$ cat src/rtl/button_pkg.sv
// Shared types, timing defaults and counter helpers for the button event decoder.
package button_pkg;

  localparam int CNT_W = 12;

  localparam int LONG_PRESS_MS_DEF   = 1000;
  localparam int DOUBLE_CLICK_MS_DEF = 250;
  localparam int REPEAT_MS_DEF       = 200;

  typedef logic [2:0] state_t;

  localparam state_t ST_IDLE           = 3'd0;
  localparam state_t ST_PRESSED        = 3'd1;
  localparam state_t ST_LONG_HELD      = 3'd2;
  localparam state_t ST_WAIT_SECOND    = 3'd3;
  localparam state_t ST_SECOND_PRESSED = 3'd4;

  // Saturating increment so long idle/hold periods never wrap the counter.
  function automatic logic [CNT_W-1:0] sat_inc(input logic [CNT_W-1:0] v);
    if (v == {CNT_W{1'b1}}) begin
      return v;
    end else begin
      return v + {{(CNT_W-1){1'b0}}, 1'b1};
    end
  endfunction

endpackage

$ cat src/rtl/button_event_decoder.sv
// Turns a debounced button level into press/release/short/long/double-click pulses.
// Optional macro BUTTON_REPEAT_EN enables long_press auto-repeat while held.
module button_event_decoder
  import button_pkg::*;
#(
  parameter int LONG_PRESS_MS   = LONG_PRESS_MS_DEF,
  parameter int DOUBLE_CLICK_MS = DOUBLE_CLICK_MS_DEF,
  parameter int REPEAT_MS       = REPEAT_MS_DEF
) (
  input  logic clk_1KHz,
  input  logic reset_n,
  input  logic debounced_input,
  output logic press_pulse,
  output logic release_pulse,
  output logic short_press,
  output logic long_press,
  output logic double_click,
  output logic held
);

  localparam logic [CNT_W-1:0] LONG_LAST = CNT_W'(LONG_PRESS_MS - 1);
  localparam logic [CNT_W-1:0] DC_LAST   = CNT_W'(DOUBLE_CLICK_MS - 1);

  if ((LONG_PRESS_MS < 2) || (LONG_PRESS_MS > 4095) ||
      (DOUBLE_CLICK_MS < 2) || (DOUBLE_CLICK_MS > 4095) ||
      (REPEAT_MS < 2) || (REPEAT_MS > 4095)) begin : g_param_range
    $error("button_event_decoder: timing parameters must lie in 2..4095");
  end

  state_t           state_q, state_d;
  logic [CNT_W-1:0] cnt_q, cnt_d;
  logic             held_q, held_d;
  logic             press_q, press_d;
  logic             release_q, release_d;
  logic             short_q, short_d;
  logic             long_q, long_d;
  logic             dbl_q, dbl_d;

`ifdef BUTTON_REPEAT_EN
  localparam logic [CNT_W-1:0] REP_LAST = CNT_W'(REPEAT_MS - 1);
  logic [CNT_W-1:0] rep_q, rep_d;
`endif

  // Edge detection, event FSM and the shared per-state counter.
  always_comb begin
    held_d    = debounced_input;
    press_d   = debounced_input & ~held_q;
    release_d = ~debounced_input & held_q;
    state_d   = state_q;
    short_d   = 1'b0;
    long_d    = 1'b0;
    dbl_d     = 1'b0;
`ifdef BUTTON_REPEAT_EN
    rep_d     = '0;
`endif
    case (state_q)
      ST_IDLE: begin
        if (press_d) state_d = ST_PRESSED;
        else         state_d = ST_IDLE;
      end
      ST_PRESSED: begin
        if (!debounced_input) begin
          state_d = ST_WAIT_SECOND;
        end else if (cnt_q == LONG_LAST) begin
          long_d  = 1'b1;
          state_d = ST_LONG_HELD;
        end else begin
          state_d = ST_PRESSED;
        end
      end
      ST_LONG_HELD: begin
        if (!debounced_input) begin
          state_d = ST_IDLE;
        end else begin
          state_d = ST_LONG_HELD;
`ifdef BUTTON_REPEAT_EN
          if (rep_q == REP_LAST) long_d = 1'b1;
          else                   rep_d  = sat_inc(rep_q);
`endif
        end
      end
      ST_WAIT_SECOND: begin
        // A press on the timeout cycle itself still counts as a double click.
        if (debounced_input) begin
          dbl_d   = 1'b1;
          state_d = ST_SECOND_PRESSED;
        end else if (cnt_q == DC_LAST) begin
          short_d = 1'b1;
          state_d = ST_IDLE;
        end else begin
          state_d = ST_WAIT_SECOND;
        end
      end
      ST_SECOND_PRESSED: begin
        if (!debounced_input) state_d = ST_IDLE;
        else                  state_d = ST_SECOND_PRESSED;
      end
      default: state_d = ST_IDLE;
    endcase
    if (state_d != state_q) cnt_d = '0;
    else                    cnt_d = sat_inc(cnt_q);
  end

  // State, counter and registered outputs.
  always_ff @(posedge clk_1KHz or negedge reset_n) begin
    if (!reset_n) begin
      state_q   <= ST_IDLE;
      cnt_q     <= '0;
      held_q    <= 1'b0;
      press_q   <= 1'b0;
      release_q <= 1'b0;
      short_q   <= 1'b0;
      long_q    <= 1'b0;
      dbl_q     <= 1'b0;
    end else begin
      state_q   <= state_d;
      cnt_q     <= cnt_d;
      held_q    <= held_d;
      press_q   <= press_d;
      release_q <= release_d;
      short_q   <= short_d;
      long_q    <= long_d;
      dbl_q     <= dbl_d;
    end
  end

`ifdef BUTTON_REPEAT_EN
  // Auto-repeat period counter, restarted at every long_press pulse.
  always_ff @(posedge clk_1KHz or negedge reset_n) begin
    if (!reset_n) rep_q <= '0;
    else          rep_q <= rep_d;
  end
`endif

  assign press_pulse   = press_q;
  assign release_pulse = release_q;
  assign short_press   = short_q;
  assign long_press    = long_q;
  assign double_click  = dbl_q;
  assign held          = held_q;

endmodule

$ cat config.mk
export PLATFORM = sky130hd
export DESIGN_NAME = button_event_decoder
export DESIGN_NICKNAME = d
export VERILOG_FILES = /design/src/rtl/button_pkg.sv /design/src/rtl/button_event_decoder.sv
export SDC_FILE = /design/constraint.sdc
export NUM_CORES = 1
export LEC_CHECK = 0
export ABC_AREA = 1
export ABC_CLOCK_PERIOD_IN_PS = 2100
export CORE_ASPECT_RATIO = 0.9
export CORE_UTILIZATION = 40
export DETAILED_ROUTE_END_ITERATION = 16
export PLACE_DENSITY_LB_ADDON = 0.12
export SYNTH_ARGS = -nofsm -noshare
export SYNTH_HDL_FRONTEND = slang
export SYNTH_SLANG_ARGS = --single-unit
$ cat constraint.sdc
create_clock -name clk_1KHz -period 2.1 [get_ports clk_1KHz]
set_clock_uncertainty 0.1 [all_clocks]
set_input_delay 0.21 -clock clk_1KHz [delete_from_list [all_inputs] [get_ports clk_1KHz]]
set_output_delay 0.21 -clock clk_1KHz [all_outputs]
set_load 0.01 [all_outputs]
==> flow_summary.ini, run 1 <==
[status]
status = finished, violations left
violations = DRC

[yosys]
yosysMostFrequentCell = nor2_1
synth_ff_type = dfrtp_1
syn_area_sq_um = 1105
ys_seq_elements = 21
synth_top_cells_by_count = nor2_1 (32), dfrtp_1 (21), nand2_1 (16)
syn_nets = 135
synth_mux_area_share_pct = 0.9060
synthAdderAreaFrac_pct = 2.265
yosys.area_share.simple_pct = 32.50
async_flop_share_pct = 100.0
synth_area_leaders = dfrtp_1 (48%), nor2_1 (11%), nand2_1 (5.4%), inv_1 (4.8%), xor2_1 (4.0%)
synth_top_family_by_area = simple AND/OR/NAND/NOR gates
synth_edf_count = 0
synth_compound_area_share_pct = 4.870
synth_xor_area_share_pct = 4.757
synthDistinctLibCells = 25
syn_inst = 130
synth_top_area_share_pct = 47.57
avgSynthCellArea_sq_um = 8.499
yosysTopAreaCell = dfrtp_1
seq_area_frac_synth_pct = 47.57
synth-warning-count = 0

[route]
num_vias = 858
totalWireLength_um = 1912
drt-initial-drc-count = 19
via_per_inst = 5.077
drc = 1
dr.pass1.iters = 10
wl_per_cell_um = 11.31
ant_nets = 0

[sta]
tns_ns = 0
setup_viol = 0
final-hold-violation-count = 0
fin_crit_sh_pct = 81.74
slew_headroom_pct = 81.50
slew_violations = 0
hold_ws_ns = 0.1288
rsz0062_at_grt = false
max_freq_ghz = 0.5826
tightest_slew_ns = 0.2766
min_period_ns = 1.716

[cts]
cts_repair_resize_count = 0
clkLatencyLatePin_ns = 0.31
clk_path_buf_depth = 2
path_clk_slew_ns = 0.11
tritoncts = built
holdBufCountCts = 0
root_buffer = clkbuf_4
htree_levels = 1
cts_sinks = 21
cts_setup_buffers = 0
cts_buffers = 3

[worst_setup_path]
crit_required_ns = 2.24
path_max_fanout = 12
critical_path_class = reg -> reg
arrival_ns = 1.85
r2r_cells = 8
start_kind = register
cp-end-kind = register

[place]
dpl.hpwl_um = 1428
portBuffers = 8
gp_congestion = 0.8682

[worst_hold_path]
hold_class = in -> async

[global_route]
grt_pass1_vias = 788
grt_overflow = 0
grt_first_pass_wirelength_um = 3408
antenna_found_initial = 0
grt_max_degree = 22
gr-usage-all-layers_pct = 15.71

[power_and_ir_drop]
peakVddDrop_mv = 0.5919
power_leakage_nw = 0.5913
p_per_area_nw_per_um2 = 789.9

[final_layout]
drive_gt1_share_pct = 12.06
fill_cells = 233
utilization_pct = 48.64
final_net_count = 147
antenna_cells = 0
area_growth_pct = 11.44

[run]
maxCapViolations = 0

[die]
core_area_sq_um = 2531
die_h_um = 51.86
std_cell_rows = 17
start_util_pct = 43.65
die_area_sq_um = 2976
ioPinCount = 9
fp.dieW_um = 57.40
-- state kept, by name, indices dropped and copies added, names as in the netlist --
register and flops:
double_click 1, cnt_q 12, long_press 1, press_pulse 1, state_q 3, release_pulse 1
held 1, short_press 1
-- where the power goes --
group	leakage [nW]	switching, mW	internal (mW)	total, mW
logic	0.294	0.163	0.103	0.266
registers	0.283	0.0522	0.459	0.511
clock network	0.0150	0.121	0.0742	0.196
-- critical path, cell delays in order, from the launching register on --
cell and delay [ns]:
dfrtp_1 0.44, ha_1 0.22, nand2_1 0.13, nor2_1 0.07, nand3_2 0.08, a21oi_2 0.06
o21bai_1 0.15, nand3_2 0.23, nor2_1 0.16
-- cell families (layout without fill, tap and decap cells) --
kind of cell	count (synthesis)	count (layout)
AND/OR/NAND/NOR	74	74
XOR/XNOR	6	6
adder cells (fa/ha/maj)	2	2
multiplexers	1	1
buffers and inverters	17	28
flip-flops	21	21
AO/OA/AOI/OAI	9	9
-- layout make-up --
| type | count | area (sq um) | share of cell area, % |
|---|---|---|---|
| Sequential cell | 21 | 525.5 | 42.68 |
| Multi-Input combinational cell | 92 | 500.5 | 40.65 |
| Timing Repair Buffer | 9 | 87.58 | 7.114 |
| Inverter | 15 | 56.30 | 4.573 |
| Tap cell | 28 | 35.03 | 2.846 |
| Clock buffer | 4 | 26.28 | 2.134 |
-- layer usage --
layer | share of wire (%) | wire length, um | track usage, % | up-vias
met2 | 47 | 899 | 25.19 | 12
met3 | 3.6 | 68 | 5.224 | 4
li1 | - | - | - | 434
met1 | 48 | 921 | 19.27 | 408
met5 | 0 | 0 | 0 | -
met4 | 1.2 | 23 | 6.911 | 0
-- through the flow --
step | power, mW | cells | instance area, sq um | worst slack, ns
floorplan | 0.7454 | 130 | 1105 | 0.5883
global placement | 0.7901 | 165 | 1205 | 0.2240
detailed placement | 0.7932 | 165 | 1205 | 0.1925
CTS | 0.9913 | 169 | 1231 | 0.3288
global route | 1.056 | 169 | 1231 | 0.1502
finish | 0.9725 | 169 | 1231 | 0.3835
-- final timing paths --
kind	slack, ns	startpoint	endpoint
setup / recovery	0.38	cnt_q[0]	cnt_q[0]
hold / removal	0.13	reset_n	state_q[2]
setup reg to reg	0.38	cnt_q[0]	cnt_q[0]
hold reg to reg	0.39	held	press_pulse
max in group asynchronous	1.55	reset_n	state_q[1]
min in group clk_1KHz	0.39	held	press_pulse
-- placed cells by master, fill, tap and decap left out --
master,count
nor2_1,32
dfrtp_1,21
nand2_1,16
inv_1,14
nand3_1,8
clkdlybuf4s50_1,8
o21ai_0,5
xor2_1,5
nand3_2,3
nor3_1,3
nand4_1,3
clkbuf_4,3
nand2_2,2
nor2_2,2
nand4_2,2
ha_1,2
inv_2,1
nand3b_1,1
nor2_4,1
o211ai_1,1
a21oi_2,1
or2_2,1
o21bai_1,1
a21oi_1,1
mux2i_1,1
xnor2_1,1
clkbuf_1,1
buf_4,1
Power figures use the tool's default switching activity.
==> run 2: changes to the inputs <==
--- a/config.mk
+++ b/config.mk
@@ -6,7 +6,7 @@
 export NUM_CORES = 1
 export LEC_CHECK = 0
 export ABC_AREA = 1
-export ABC_CLOCK_PERIOD_IN_PS = 2100
+export ABC_CLOCK_PERIOD_IN_PS = 1600
 export CORE_ASPECT_RATIO = 0.9
 export CORE_UTILIZATION = 40
 export DETAILED_ROUTE_END_ITERATION = 16
==> constraint.sdc (replaced) <==
create_clock -name clk_1KHz -period 1.6 [get_ports clk_1KHz]
set_clock_uncertainty 0.1 [all_clocks]
set_input_delay 0.16 -clock clk_1KHz [delete_from_list [all_inputs] [get_ports clk_1KHz]]
set_output_delay 0.16 -clock clk_1KHz [all_outputs]
set_load 0.01 [all_outputs]
==> run 2 against run 1 <==
Effect of this change:
- the flow finishes with violations (DRC, setup timing)
- critical path depth grew 2
- sequential cell count is the same
- worst setup slack lost 0.43 ns
- critical endpoint unchanged
- wire length grew 22%
- worst hold slack lost 0.057 ns
- first-iteration DRC count grew 16%
- cell area grew 22%
- highest routed layer unchanged
- die area is the same
- non-clock buffer count grew 19
==> flow_summary.ini, run 2 (synthesis gave the netlist of run 1 again) <==
[status]
status = finished, violations left
violations = DRC, setup timing

[worst_setup_path]
path_delay_family = simple AND/OR/NAND/NOR gates
slowest_delay_ns = 0.42
start_kind = register
path_cells = buf_12 -> ha_4 -> nand3_2 -> nor2_2 -> nand2_2 -> nand2_2 -> nand2_2 -> o21bai_4 -> nand3_4 -> nor2_1
crit_buf_inv = 1
cpMaxStageDelayCell = dfrtp_2
cp-end-kind = register
path_common_cell = nand2_2
critical_path_class = reg -> reg
crit_required_ns = 1.72
path_max_fanout = 6
arrival_ns = 1.76

[global_route]
grt_busiest_layer = met2
grt_max_degree = 22
grt_pass1_vias = 866
antenna_found_initial = 0
gr-usage-all-layers_pct = 18.22
met3_usage_pct = 5.473
use_met1_pct = 22.98
grt_overflow = 0
grt_first_pass_wirelength_um = 3891
grt_util_met2_pct = 30.04

[route]
dr.pass1.iters = 10
num_vias = 932
drt-initial-drc-count = 22
via_per_inst = 4.931
totalWireLength_um = 2328
drc = 1
ant_nets = 0
wl_per_cell_um = 12.32

[final_layout]
largest_reg_flops = 12
antenna_cells = 0
final_common_cell = nor2_1
top_register = cnt_q
fill_cells = 210
final-seq-area_sq_um = 526.8
final_cell_mix = nor2_1 (29), dfrtp_1 (20), buf_4 (19)
final_net_count = 167
top_regs = cnt_q: 12 flops, state_q: 3 flops
multi_input_comb_area_sq_um = 609.3
area_growth_pct = 35.56
utilization_pct = 59.17
layout.cells.non_filler = 189
drive_gt1_share_pct = 32.92

[sta]
setup_viol = 13
slew_violations = 0
tightest_slew_ns = 0.2939
fin_ws_ns = -0.04488
min_period_ns = 1.645
max_freq_ghz = 0.6079
rsz0062_at_grt = true
tns_ns = -0.4816
hold_ws_ns = 0.07155
fin_crit_sh_pct = 102.8
final-hold-violation-count = 0
slew_headroom_pct = 80.41

[place]
portBuffers = 8
place_worst_setup_slack_ns = -0.1580
dp_cells = 178
dpl.hpwl_um = 1580
gp_congestion = 0.8002

[die]
ioPinCount = 9
core_area_sq_um = 2531
fp.dieW_um = 57.40
die_h_um = 51.86
start_util_pct = 43.65
die_area_sq_um = 2976
std_cell_rows = 17

[cts]
cts_sinks = 21
clkLatencyLatePin_ns = 0.31
root_buffer = clkbuf_4
tritoncts = built
path_clk_slew_ns = 0.12
clk_path_buf_depth = 2
holdBufCountCts = 0
htree_levels = 1
cts_buffers = 3

[worst_hold_path]
hold_class = in -> async

[power_and_ir_drop]
power_leakage_nw = 0.6803
p_per_area_nw_per_um2 = 1067
peakVddDrop_mv = 0.8893

[run]
maxCapViolations = 0
==> run 2: cell types whose count changed in the layout (fill, tap and decap cells not counted), sizes merged <==
cell | previous run | this run
clkinv | 0 | 1
buf | 1 | 20
clkbuf | 4 | 3
nand3 | 11 | 12
==> run 2: where the power goes <==
group / leakage [nW] / internal (mW) / switching, mW / total (mW)
sequential: 0.282 / 0.605 / 0.0791 / 0.684
combinational: 0.381 / 0.321 / 0.336 / 0.657
clock: 0.0177 / 0.0936 / 0.163 / 0.257
==> run 2: timing repair <==
| item | CTS | global route |
|---|---|---|
| setup buffers | 3 | 3 |
| pin swaps | 3 | 4 |
| resized for setup | 10 | 13 |
| endpoints found under the setup margin | 12 | 15 |
| gates cloned | 1 | 0 |
==> run 2: per-stage QoR <==
step	total power, mW	instance area, sq um
global route	1.716	1498
CTS	1.499	1415
detailed placement	1.098	1303
global placement	1.084	1303
finish	1.599	1498
floorplan	0.9784	1105
==> run 2: area by class of cell <==
cell class | instances | area share [%]
Clock inverter | 1 | 0.3342
Multi-Input combinational cell | 93 | 40.68
Clock buffer | 3 | 1.504
Inverter | 15 | 3.759
Sequential cell | 21 | 35.17
Timing Repair Buffer | 28 | 16.21
Tap cell | 28 | 2.339
==> run 2: path summary, 6_finish.rpt <==
path                       startpoint            end  slack (ns)  depth (start not counted)
max in group asynchronous     reset_n       cnt_q[0]        1.10                          2
setup reg to reg             cnt_q[0]       cnt_q[0]       -0.04                         10
setup / recovery             cnt_q[0]       cnt_q[0]       -0.04                         10
hold / removal                reset_n       cnt_q[7]        0.07                          2
min in group clk_1KHz            held  release_pulse        0.43                          2
hold reg to reg                  held  release_pulse        0.43                          2
==> run 2: per-layer routing <==
| layer | part of all wire, % | vias up |
|---|---|---|
| li1 | - | 481 |
| met1 | 45 | 429 |
| met2 | 50 | 16 |
| met3 | 3.1 | 6 |
| met4 | 1.8 | 0 |
| met5 | 0 | - |
